==> config.mk <==
export PLATFORM = sky130hd
export DESIGN_NAME = pipe3_core
export DESIGN_NICKNAME = d
export VERILOG_FILES = /design/src/rtl/pipe3_core.sv
export SDC_FILE = /design/constraint.sdc
export NUM_CORES = 1
export LEC_CHECK = 0
export CAP_MARGIN = 15
export CORE_MARGIN = 5
export CORE_UTILIZATION = 57
export DETAILED_ROUTE_END_ITERATION = 8
export PLACE_DENSITY = 0.8
export SLEW_MARGIN = 10
export SYNTH_ARGS = -nofsm -noshare
export SYNTH_HDL_FRONTEND = slang
export SYNTH_SLANG_ARGS = --single-unit
export TNS_END_PERCENT = 30
==> constraint.sdc <==
create_clock -name clk -period 18.6 [get_ports clk]
set_input_delay 2.79 -clock clk [delete_from_list [all_inputs] [get_ports clk]]
set_output_delay 2.79 -clock clk [all_outputs]
set_load 0.05 [all_outputs]
==> src/rtl/pipe3_core.sv <==
// pipe3_core: three-stage (IF, EX, MEM/WB) pipelined core for the 16-bit,
// 4-bit-opcode ISA. It provides EX-stage forwarding from MEM/WB, a one-slot
// squash on taken branches, a data-memory stall handshake and a HALT sequence.
//
// Ports:
//   clk, rst           clock, asynchronous active-high reset
//   imem_addr/data     fetch address (= PC) and combinational instruction word
//   dmem_req/we        MEM/WB holds a valid LW/SW; we=1 for a store
//   dmem_addr/wdata    effective address and store data
//   dmem_rdata/ready   load data; the access completes in a cycle with ready=1
//   halted             HALT has retired; the core stays frozen until rst
//   retire             one pulse per instruction leaving MEM/WB
//   pc                 current fetch PC
module pipe3_core #(
    parameter int unsigned DSIZE = 16,
    parameter int unsigned ASIZE = 4,
    parameter int unsigned ISIZE = 16,
    parameter int unsigned IMMW  = 4
) (
    input  logic             clk,
    input  logic             rst,
    output logic [ISIZE-1:0] imem_addr,
    input  logic [15:0]      imem_data,
    output logic             dmem_req,
    output logic             dmem_we,
    output logic [DSIZE-1:0] dmem_addr,
    output logic [DSIZE-1:0] dmem_wdata,
    input  logic [DSIZE-1:0] dmem_rdata,
    input  logic             dmem_ready,
    output logic             halted,
    output logic             retire,
    output logic [ISIZE-1:0] pc
);
    localparam int unsigned NREG = 2 ** ASIZE;

    localparam logic [3:0] OP_ADD  = 4'h0;
    localparam logic [3:0] OP_SUB  = 4'h1;
    localparam logic [3:0] OP_AND  = 4'h2;
    localparam logic [3:0] OP_OR   = 4'h3;
    localparam logic [3:0] OP_SLT  = 4'h4;
    localparam logic [3:0] OP_ADDI = 4'h5;
    localparam logic [3:0] OP_LW   = 4'h6;
    localparam logic [3:0] OP_SW   = 4'h7;
    localparam logic [3:0] OP_BEQ  = 4'h8;
    localparam logic [3:0] OP_HALT = 4'hF;

    localparam logic [1:0] ST_RUN     = 2'd0;
    localparam logic [1:0] ST_HALTING = 2'd1;
    localparam logic [1:0] ST_HALTED  = 2'd2;

    logic [1:0]       state;
    logic [1:0]       state_nxt;

    // IF/ID register
    logic             ifid_valid;
    logic [15:0]      ifid_instr;
    logic [ISIZE-1:0] ifid_pc;

    // MEM/WB register; mw_wr already folds in valid and rd != 0
    logic             mw_valid;
    logic             mw_wr;
    logic [3:0]       mw_op;
    logic [ASIZE-1:0] mw_rd;
    logic [DSIZE-1:0] mw_result;
    logic [DSIZE-1:0] mw_wdata;

    logic [DSIZE-1:0] regs [NREG];

    logic             stall;
    logic [DSIZE-1:0] wb_val;

    // EX-stage decode and execute
    logic [3:0]       ex_op;
    logic [ASIZE-1:0] ex_rd;
    logic [ASIZE-1:0] ex_rs;
    logic [ASIZE-1:0] ex_rt;
    logic [IMMW-1:0]  ex_imm;
    logic [DSIZE-1:0] ex_imm_d;
    logic [DSIZE-1:0] val_rd;
    logic [DSIZE-1:0] val_rs;
    logic [DSIZE-1:0] val_rt;
    logic [DSIZE-1:0] ex_result;
    logic             ex_wr;
    logic             ex_taken;
    logic             ex_halt;
    logic [ISIZE-1:0] br_target;

    assign imem_addr  = pc;
    assign dmem_req   = mw_valid && (mw_op == OP_LW || mw_op == OP_SW);
    assign dmem_we    = mw_valid && (mw_op == OP_SW);
    assign dmem_addr  = mw_result;
    assign dmem_wdata = mw_wdata;
    assign stall      = dmem_req && !dmem_ready;
    assign retire     = mw_valid && !stall;
    assign halted     = (state == ST_HALTED);

    // Value the MEM/WB instruction writes back; loads forward the live read data
    assign wb_val = (mw_op == OP_LW) ? dmem_rdata : mw_result;

    assign ex_op     = ifid_instr[15:12];
    assign ex_rd     = ASIZE'(ifid_instr[11:8]);
    assign ex_rs     = ASIZE'(ifid_instr[7:4]);
    assign ex_rt     = ASIZE'(ifid_instr[3:0]);
    assign ex_imm    = ifid_instr[IMMW-1:0];
    assign ex_imm_d  = DSIZE'($signed(ex_imm));
    assign br_target = ifid_pc + ISIZE'(1) + ISIZE'($signed(ex_imm));

    // Operand read with MEM/WB forwarding (R0 is never written, so it reads 0)
    always_comb begin
        val_rd = regs[ex_rd];
        val_rs = regs[ex_rs];
        val_rt = regs[ex_rt];
        if (mw_wr && mw_rd == ex_rd) val_rd = wb_val;
        if (mw_wr && mw_rd == ex_rs) val_rs = wb_val;
        if (mw_wr && mw_rd == ex_rt) val_rt = wb_val;
    end

    // ALU, address generation and branch resolution
    always_comb begin
        ex_result = '0;
        ex_wr     = 1'b0;
        ex_taken  = 1'b0;
        ex_halt   = 1'b0;
        case (ex_op)
            OP_ADD:  begin ex_result = val_rs + val_rt; ex_wr = 1'b1; end
            OP_SUB:  begin ex_result = val_rs - val_rt; ex_wr = 1'b1; end
            OP_AND:  begin ex_result = val_rs & val_rt; ex_wr = 1'b1; end
            OP_OR:   begin ex_result = val_rs | val_rt; ex_wr = 1'b1; end
            OP_SLT:  begin
                ex_result = DSIZE'($signed(val_rs) < $signed(val_rt));
                ex_wr     = 1'b1;
            end
            OP_ADDI: begin ex_result = val_rs + ex_imm_d; ex_wr = 1'b1; end
            OP_LW:   begin ex_result = val_rs + ex_imm_d; ex_wr = 1'b1; end
            OP_SW:   ex_result = val_rs + ex_imm_d;
            OP_BEQ:  ex_taken = ifid_valid && (val_rd == val_rs);
            OP_HALT: ex_halt = ifid_valid;
            default: ex_result = '0;
        endcase
    end

    // Halt sequencing state register
    always_ff @(posedge clk or posedge rst) begin
        if (rst) state <= ST_RUN;
        else     state <= state_nxt;
    end

    // Halt sequencing next state
    always_comb begin
        state_nxt = state;
        case (state)
            ST_RUN:     if (ex_halt && !stall) state_nxt = ST_HALTING;
            ST_HALTING: if (mw_valid && mw_op == OP_HALT) state_nxt = ST_HALTED;
            ST_HALTED:  state_nxt = ST_HALTED;
            default:    state_nxt = ST_RUN;
        endcase
    end

    // Pipeline registers, PC and regfile; a stall freezes all of them
    always_ff @(posedge clk or posedge rst) begin
        if (rst) begin
            pc         <= '0;
            ifid_valid <= 1'b0;
            ifid_instr <= '0;
            ifid_pc    <= '0;
            mw_valid   <= 1'b0;
            mw_wr      <= 1'b0;
            mw_op      <= '0;
            mw_rd      <= '0;
            mw_result  <= '0;
            mw_wdata   <= '0;
            for (int unsigned i = 0; i < NREG; i++) regs[i] <= '0;
        end else if (!stall) begin
            if (mw_wr) regs[mw_rd] <= wb_val;

            mw_valid  <= ifid_valid;
            mw_wr     <= ifid_valid && ex_wr && (ex_rd != '0);
            mw_op     <= ex_op;
            mw_rd     <= ex_rd;
            mw_result <= ex_result;
            mw_wdata  <= val_rd;

            if (ex_halt || state != ST_RUN) begin
                ifid_valid <= 1'b0;
            end else if (ex_taken) begin
                pc         <= br_target;
                ifid_valid <= 1'b0;
            end else begin
                ifid_valid <= 1'b1;
                ifid_instr <= imem_data;
                ifid_pc    <= pc;
                pc         <= pc + ISIZE'(1);
            end
        end
    end

endmodule

==> results_dict.tcl, run 1 <==
set metrics [dict create \
    status "finished, final reports clean" \
    whs_path_depth 2 \
    cts_buffers 38 \
    ys_seq_area_frac 0.375 \
    die_x_um 212 \
    hpwlAfterDp_mm 45.4 \
    crit_type "in2out" \
    synthTopCellsByArea "dfrtp_1 37%, mux4_2 21%, o21ai_0 7.1%" \
    min_to "dmem_wdata[8]" \
    num_vias 19300 \
    setup_ws_ns 11.06 \
    power.density_nw_per_um2 213 \
    root_buffer "clkbuf_16" \
    clkTransAtPathRegs_ns 0.06 \
    gr-total-overflow 0 \
    synth_ff_type "dfrtp_1" \
    min_path_type "reg2reg" \
    drv_cap 0 \
    synth_top_area_share 0.375 \
    synth-edff-count 0 \
    gp_congestion 0.984 \
    syn_nets 2354 \
    routed_wl_mm 70.9 \
    tightest_slew_ns 1.17 \
    synth_top_cell_by_area "dfrtp_1" \
    post-route-drc-count 0 \
    grt_max_degree 169 \
    start_util 0.573 \
    cts.path.max_buffers 3 \
    cts.sinks 349 \
    peakVddDrop_mv 0.107 \
    drive_above_1_share 0.174 \
    final.setup_skew_ns 0.0253 \
    fmax_mhz 133 \
    antenna_found_initial 5 \
    cp.arrival_ns 4.75 \
    first_pass_iters 7 \
    grt_use_total 0.315 \
    first_global_vias 19300 \
    cts.htree.levels 2 \
    vias_per_cell 6.89 \
    final_max_slew_viol_count 0 \
    synth_cell_type_count 66 \
    syn2layout_area_growth_pct 11.2 \
    wl_per_cell_um 25.3 \
    synthesis.instances 2234 \
    slew_headroom 0.204 \
    place_ws_ns 11.08 \
    rr_worst_depth 16 \
    cp-end-kind "primary output" \
    cp-start-kind "input pin" \
    nets 2360 \
    holdCritStartpoint "dmem_wdata[8]" \
    setup_viol 0 \
    grt_pass1_wl_mm 110 \
    clk_latency_ns 0.55 \
    die_area_um2 45000 \
    cp_data_required_time_ns 15.81 \
    synth_seq_cells 349 \
    avgSynthCellArea_um2 10.4 \
    rows 74 \
    netlist_area_um2 23300 \
    path_max_fanout 30 \
    cts_tree "yes" \
    synthArstFlopShare 1.00 \
    io_buffers 102 \
    regToRegSetupSlack_ns 12.34 \
    startpoint "dmem_ready" \
    ant_nets 0 \
    first_iter_violations 2395 \
    die_y_um 212 \
    period_needed_ns 7.54 \
    rsz0062_at_grt "no" \
    post-cts-setup-buffer-count 0 \
    p_leak_nw 10.9 \
    yosys_warnings 0 \
    coreArea_um2 40600 \
    reg2reg_to "dmem_addr[14]" \
    ctsHoldBuffers 0 \
    cts-resized-gates 0 \
    design.portCount 103 \
    hold_viol 0 \
    setup_tns_ns 0 \
    r2r-start "ifid_instr[0]" \
    fin_crit_sh 0.405 \
]
worst max-delay path: stages:
cell	delay, ns
clkdlybuf4s50_1	0.44
or3_1	0.36
buf_4	0.25
and2_1	0.20
clkdlybuf4s50_1	0.70
routing by layer:
metal	part of all wire	vias to the layer above	track usage	wire length [um]
met2	0.47	1303	0.501	33400
li1	-	8177	-	-
met1	0.35	9548	0.405	25100
met4	0.052	2	0.147	3710
met5	0.000099	-	0.00539	7
met3	0.12	299	0.0859	8700
sequential cells by signal, summed over array words and instances, names as in the netlist:
| signal | flops |
|---|---|
| imem_addr | 16 |
| regs | 256 |
| ifid_pc | 16 |
| mw_rd | 4 |
| ifid_valid | 1 |
| dmem_wdata | 16 |
| mw_wr | 1 |
| mw_op | 4 |
| ifid_instr | 16 |
| dmem_addr | 16 |
| mw_valid | 1 |
| state | 2 |
stage by stage:
stage	instance area (um^2)	power, mW	utilization	instances	hold slack [ns]
final	25900	5.51	0.638	2804	0.487
after global routing	25900	5.81	0.638	2803	0.515
after CTS	25900	5.42	0.637	2800	0.491
after detailed placement	24600	4.59	0.604	2731	0.478
after global placement	24600	4.48	0.604	2731	0.460
after floorplan	23300	3.74	-	2234	0.475
cells in the final DEF, fill, tap and decap left out, types with 7 or more instances in the layout:
cell,instances
o21a_1,7
clkinv_2,7
nand2_1,361
o221ai_1,10
a21oi_1,67
nor2_1,106
xnor2_1,40
clkbuf_1,10
a2bb2oi_1,11
clkdlybuf4s50_1,102
nor2b_1,19
a21boi_0,8
mux2i_1,54
nor3_1,24
and3_1,11
a22oi_1,12
xor2_1,25
inv_1,73
clkbuf_16,39
o211ai_1,24
and2_1,7
o21ai_0,329
buf_4,50
o21bai_1,7
nand3_1,45
a31oi_1,12
dfrtp_1,342
mux2_2,32
mux4_2,222
ha_1,82
nand2b_1,8
cell families after synthesis:
group | synth area share
simple gates | 0.112
buf+inv | 0.0503
compound gates | 0.134
mux | 0.258
fa+ha+maj | 0.0466
xor+xnor | 0.0244
flops | 0.375
synthesized netlist by cell type (all sizes together), types with 12 or more instances:
cell	n
a22oi	12
o211ai	24
nor3	25
nand3	49
nand2	361
inv	75
clkbuf	119
xor2	25
nor2	106
xnor2	40
o21ai	333
a21oi	67
mux4	222
ha	82
dfrtp	349
buf	69
nor2b	19
a31oi	12
mux2i	57
mux2	37
layout make-up:
cell class / count / area [um^2]
Clock buffer: 54 / 1080
Tap cell: 532 / 666
Timing Repair Buffer: 154 / 1440
Clock inverter: 15 / 223
Multi-Input combinational cell: 1621 / 13500
Inverter: 76 / 293
Fill cell: 2976 / 14700
Antenna cell: 3 / 7.51
Sequential cell: 349 / 8750
how the worst max path moves through the flow:
stage	end	cells after the start
2_1_floorplan	dmem_addr[0]	1
3_3_place_gp	retire	5
3_5_place_dp	retire	5
4_1_cts	retire	5
5_1_grt	retire	5
6_report	retire	5
power by group:
| part | total [mW] | internal [mW] | switching [mW] |
|---|---|---|---|
| Combinational | 3.33 | 1.41 | 1.92 |
| Clock | 0.800 | 0.478 | 0.322 |
| Sequential | 1.38 | 1.04 | 0.343 |
| Total | 5.51 | 2.92 | 2.58 |
Note: power is estimated with default switching activity, not from simulation.
==> run 2: changes to the inputs <==
--- a/config.mk
+++ b/config.mk
@@ -7,9 +7,9 @@
 export LEC_CHECK = 0
 export CAP_MARGIN = 15
 export CORE_MARGIN = 5
-export CORE_UTILIZATION = 57
+export CORE_UTILIZATION = 56
 export DETAILED_ROUTE_END_ITERATION = 8
-export PLACE_DENSITY = 0.8
+export PLACE_DENSITY = 0.82
 export SLEW_MARGIN = 10
 export SYNTH_ARGS = -nofsm -noshare
 export SYNTH_HDL_FRONTEND = slang
==> constraint.sdc (replaced) <==
create_clock -name clk -period 6.6 [get_ports clk]
set_input_delay 0.99 -clock clk [delete_from_list [all_inputs] [get_ports clk]]
set_output_delay 0.99 -clock clk [all_outputs]
set_load 0.05 [all_outputs]
==> run 2 against run 1 <==
Against the previous run:
- hold slack lost 0.0035 ns
- highest routed layer unchanged
- via count grew 1.1%
- setup slack lost 10 ns
- critical endpoint is now dmem_addr[15]
- count of clock-buffer cells in the layout is the same
- cell area grew 0.24%
- register-to-register slack lost 11 ns
- global-route usage shrank 0.73 points
- critical path depth grew 13
- combinational power grew to 2.7 times the previous value
- non-clock buffer count grew 12
- wire length grew 1.2%
==> results_dict.tcl, run 2 (same netlist as run 1, synthesis figures left out) <==
set metrics [dict create \
    drv_cap 0 \
    worst_path_dominant_cell_family "compound AO/OA/AOI/OAI gates" \
    rsz0062_at_grt "no" \
    nFillCells 3009 \
    switchingPower_mw 7.26 \
    slew_headroom 0.209 \
    clock_power_share 0.143 \
    rr_worst_depth 18 \
    cpPeakStageDelay_ns 0.79 \
    cts_tree "yes" \
    crit_type "reg2reg" \
    swShare 0.469 \
    final_core_util 0.633 \
    first_iter_violations 2787 \
    final.setup_skew_ns 0.0272 \
    crit_top_cell "nand2_1" \
    die_x_um 214 \
    nets 2372 \
    syn2layout_area_growth_pct 11.5 \
    dpl-instance-area_um2 24700 \
    coreArea_um2 41000 \
    clk_latency_ns 0.56 \
    first_pass_iters 6 \
    whs_ns 0.484 \
    post-cts-setup-buffer-count 0 \
    crit_slowest_cell "dfrtp_4" \
    power_frac_seq 0.271 \
    p_leak_nw 10.9 \
    hold_viol 0 \
    largest_register_ffs 256 \
    final_max_slew_viol_count 0 \
    antenna_cells 0 \
    die_area_um2 45800 \
    first_global_vias 19800 \
    clkTransAtPathRegs_ns 0.06 \
    setup_tns_ns 0 \
    routed_wl_mm 71.8 \
    peakVddDrop_mv 0.288 \
    start_util 0.568 \
    cts.htree.levels 2 \
    setup_viol 0 \
    min_path_type "reg2reg" \
    design.portCount 103 \
    path_buf_inv 2 \
    power.density_nw_per_um2 595 \
    root_buffer "clkbuf_16" \
    ctsHoldBuffers 0 \
    die_y_um 214 \
    fin_crit_sh 0.863 \
    cp-end-kind "register" \
    grt_max_degree 174 \
    final_cell_mix "361 x nand2_1, 342 x dfrtp_1, 329 x o21ai_0, 222 x mux4_2, 106 x nor2_1" \
    drive_above_1_share 0.178 \
    post-route-cell-area_um2 26000 \
    cp.arrival_ns 6.15 \
    status "finished, final reports clean" \
    grt_pass1_wl_mm 113 \
    cp_data_required_time_ns 7.05 \
    path_max_fanout 40 \
    cp-start-kind "register" \
    post-route-drc-count 0 \
    crit_cells 18 \
    grt_use_total 0.307 \
    ant_nets 0 \
    layout_commonest_cell "nand2_1" \
    wl_per_cell_um 25.5 \
    num_vias 19500 \
    tightest_slew_ns 1.15 \
    cts.path.max_buffers 3 \
    cp_cell_sequence "buf_12 > mux4_2 > a22oi_1 > nand3_1 > nand2_1 > a21boi_0 > inv_1 > ha_1 > and3_1 > a221oi_1 > o21ai_0 > o41a_1 > nand4_1 > nand4b_1 > o31ai_1 > xnor2_1 > nand2_1 > a311oi_1" \
    period_needed_ns 5.70 \
    hpwlAfterDp_mm 48.8 \
    power_mw 15.5 \
    cts-resized-gates 0 \
    vias_per_cell 6.95 \
    cts_buffers 38 \
    cts.sinks 349 \
    whs_path_depth 2 \
    gp_congestion 1.00 \
    combPwrFrac 0.585 \
    fmax_mhz 175 \
    antenna_found_initial 1 \
    rows 74 \
    largest_register "regs" \
    p_int_mw 8.20 \
    gr-total-overflow 0 \
    io_buffers 102 \
]
## run 2: cell types whose count changed in the layout (fill, tap and decap cells not counted), sizes merged
cell	delta
buf	+12
diode	-3
bufinv	-2
clkinvlp	+2
inv	-2
clkinv	+1
## run 2: layout make-up
cell class,instances,area [um^2],share of cell area
timing repair buffer,166,1540,0.0592
clock inverter,14,155,0.00597
sequential,349,8750,0.337
inverter,76,289,0.0111
tap,532,666,0.0256
clock buffer,54,1130,0.0437
multi-input combinational,1621,13400,0.518
## run 2: worst register-to-register path: stages, from the launching register on
cell,delay [ns]
dfrtp_4,0.79
buf_12,0.39
mux4_2,0.61
a22oi_1,0.20
nand3_1,0.27
nand2_1,0.14
a21boi_0,0.33
inv_1,0.15
ha_1,0.37
and3_1,0.20
a221oi_1,0.37
o21ai_0,0.27
o41a_1,0.40
nand4_1,0.11
nand4b_1,0.13
o31ai_1,0.39
xnor2_1,0.17
nand2_1,0.07
a311oi_1,0.25
## run 2: path summary, 6_finish.rpt
kind / startpoint / to / slack (ns)
max in group asynchronous: rst / ifid_instr[0] / 4.48
min in group asynchronous: rst / regs[153] / 0.77
setup / recovery: ifid_instr[4] / dmem_addr[15] / 0.90
hold / removal: dmem_wdata[14] / dmem_wdata[14] / 0.48
setup reg to reg: ifid_instr[4] / dmem_addr[15] / 0.90
hold reg to reg: dmem_wdata[14] / dmem_wdata[14] / 0.48
## run 2: metal layers
metal  track usage  share of wire
met2         0.483           0.46
met1         0.392           0.35
met5             0        0.00018
met3        0.0877           0.13
met4         0.161          0.060
## run 2: power groups by stage
| stage | logic, mW | registers, mW | clock network, mW |
|---|---|---|---|
| floorplan | 6.79 | 3.74 | 0 |
| global placement | 8.56 | 4.06 | 0 |
| detailed placement | 8.81 | 4.16 | 0 |
| CTS | 8.88 | 4.14 | 2.22 |
| global route | 9.72 | 4.30 | 2.32 |
| finish | 9.05 | 4.20 | 2.22 |
## run 2: through the flow
step                setup slack, ns  std cells
finish                        0.901       2812
global placement               1.11       2744
CTS                           0.966       2812
floorplan                     0.797       2234
detailed placement            0.984       2744
global route                  0.412       2812
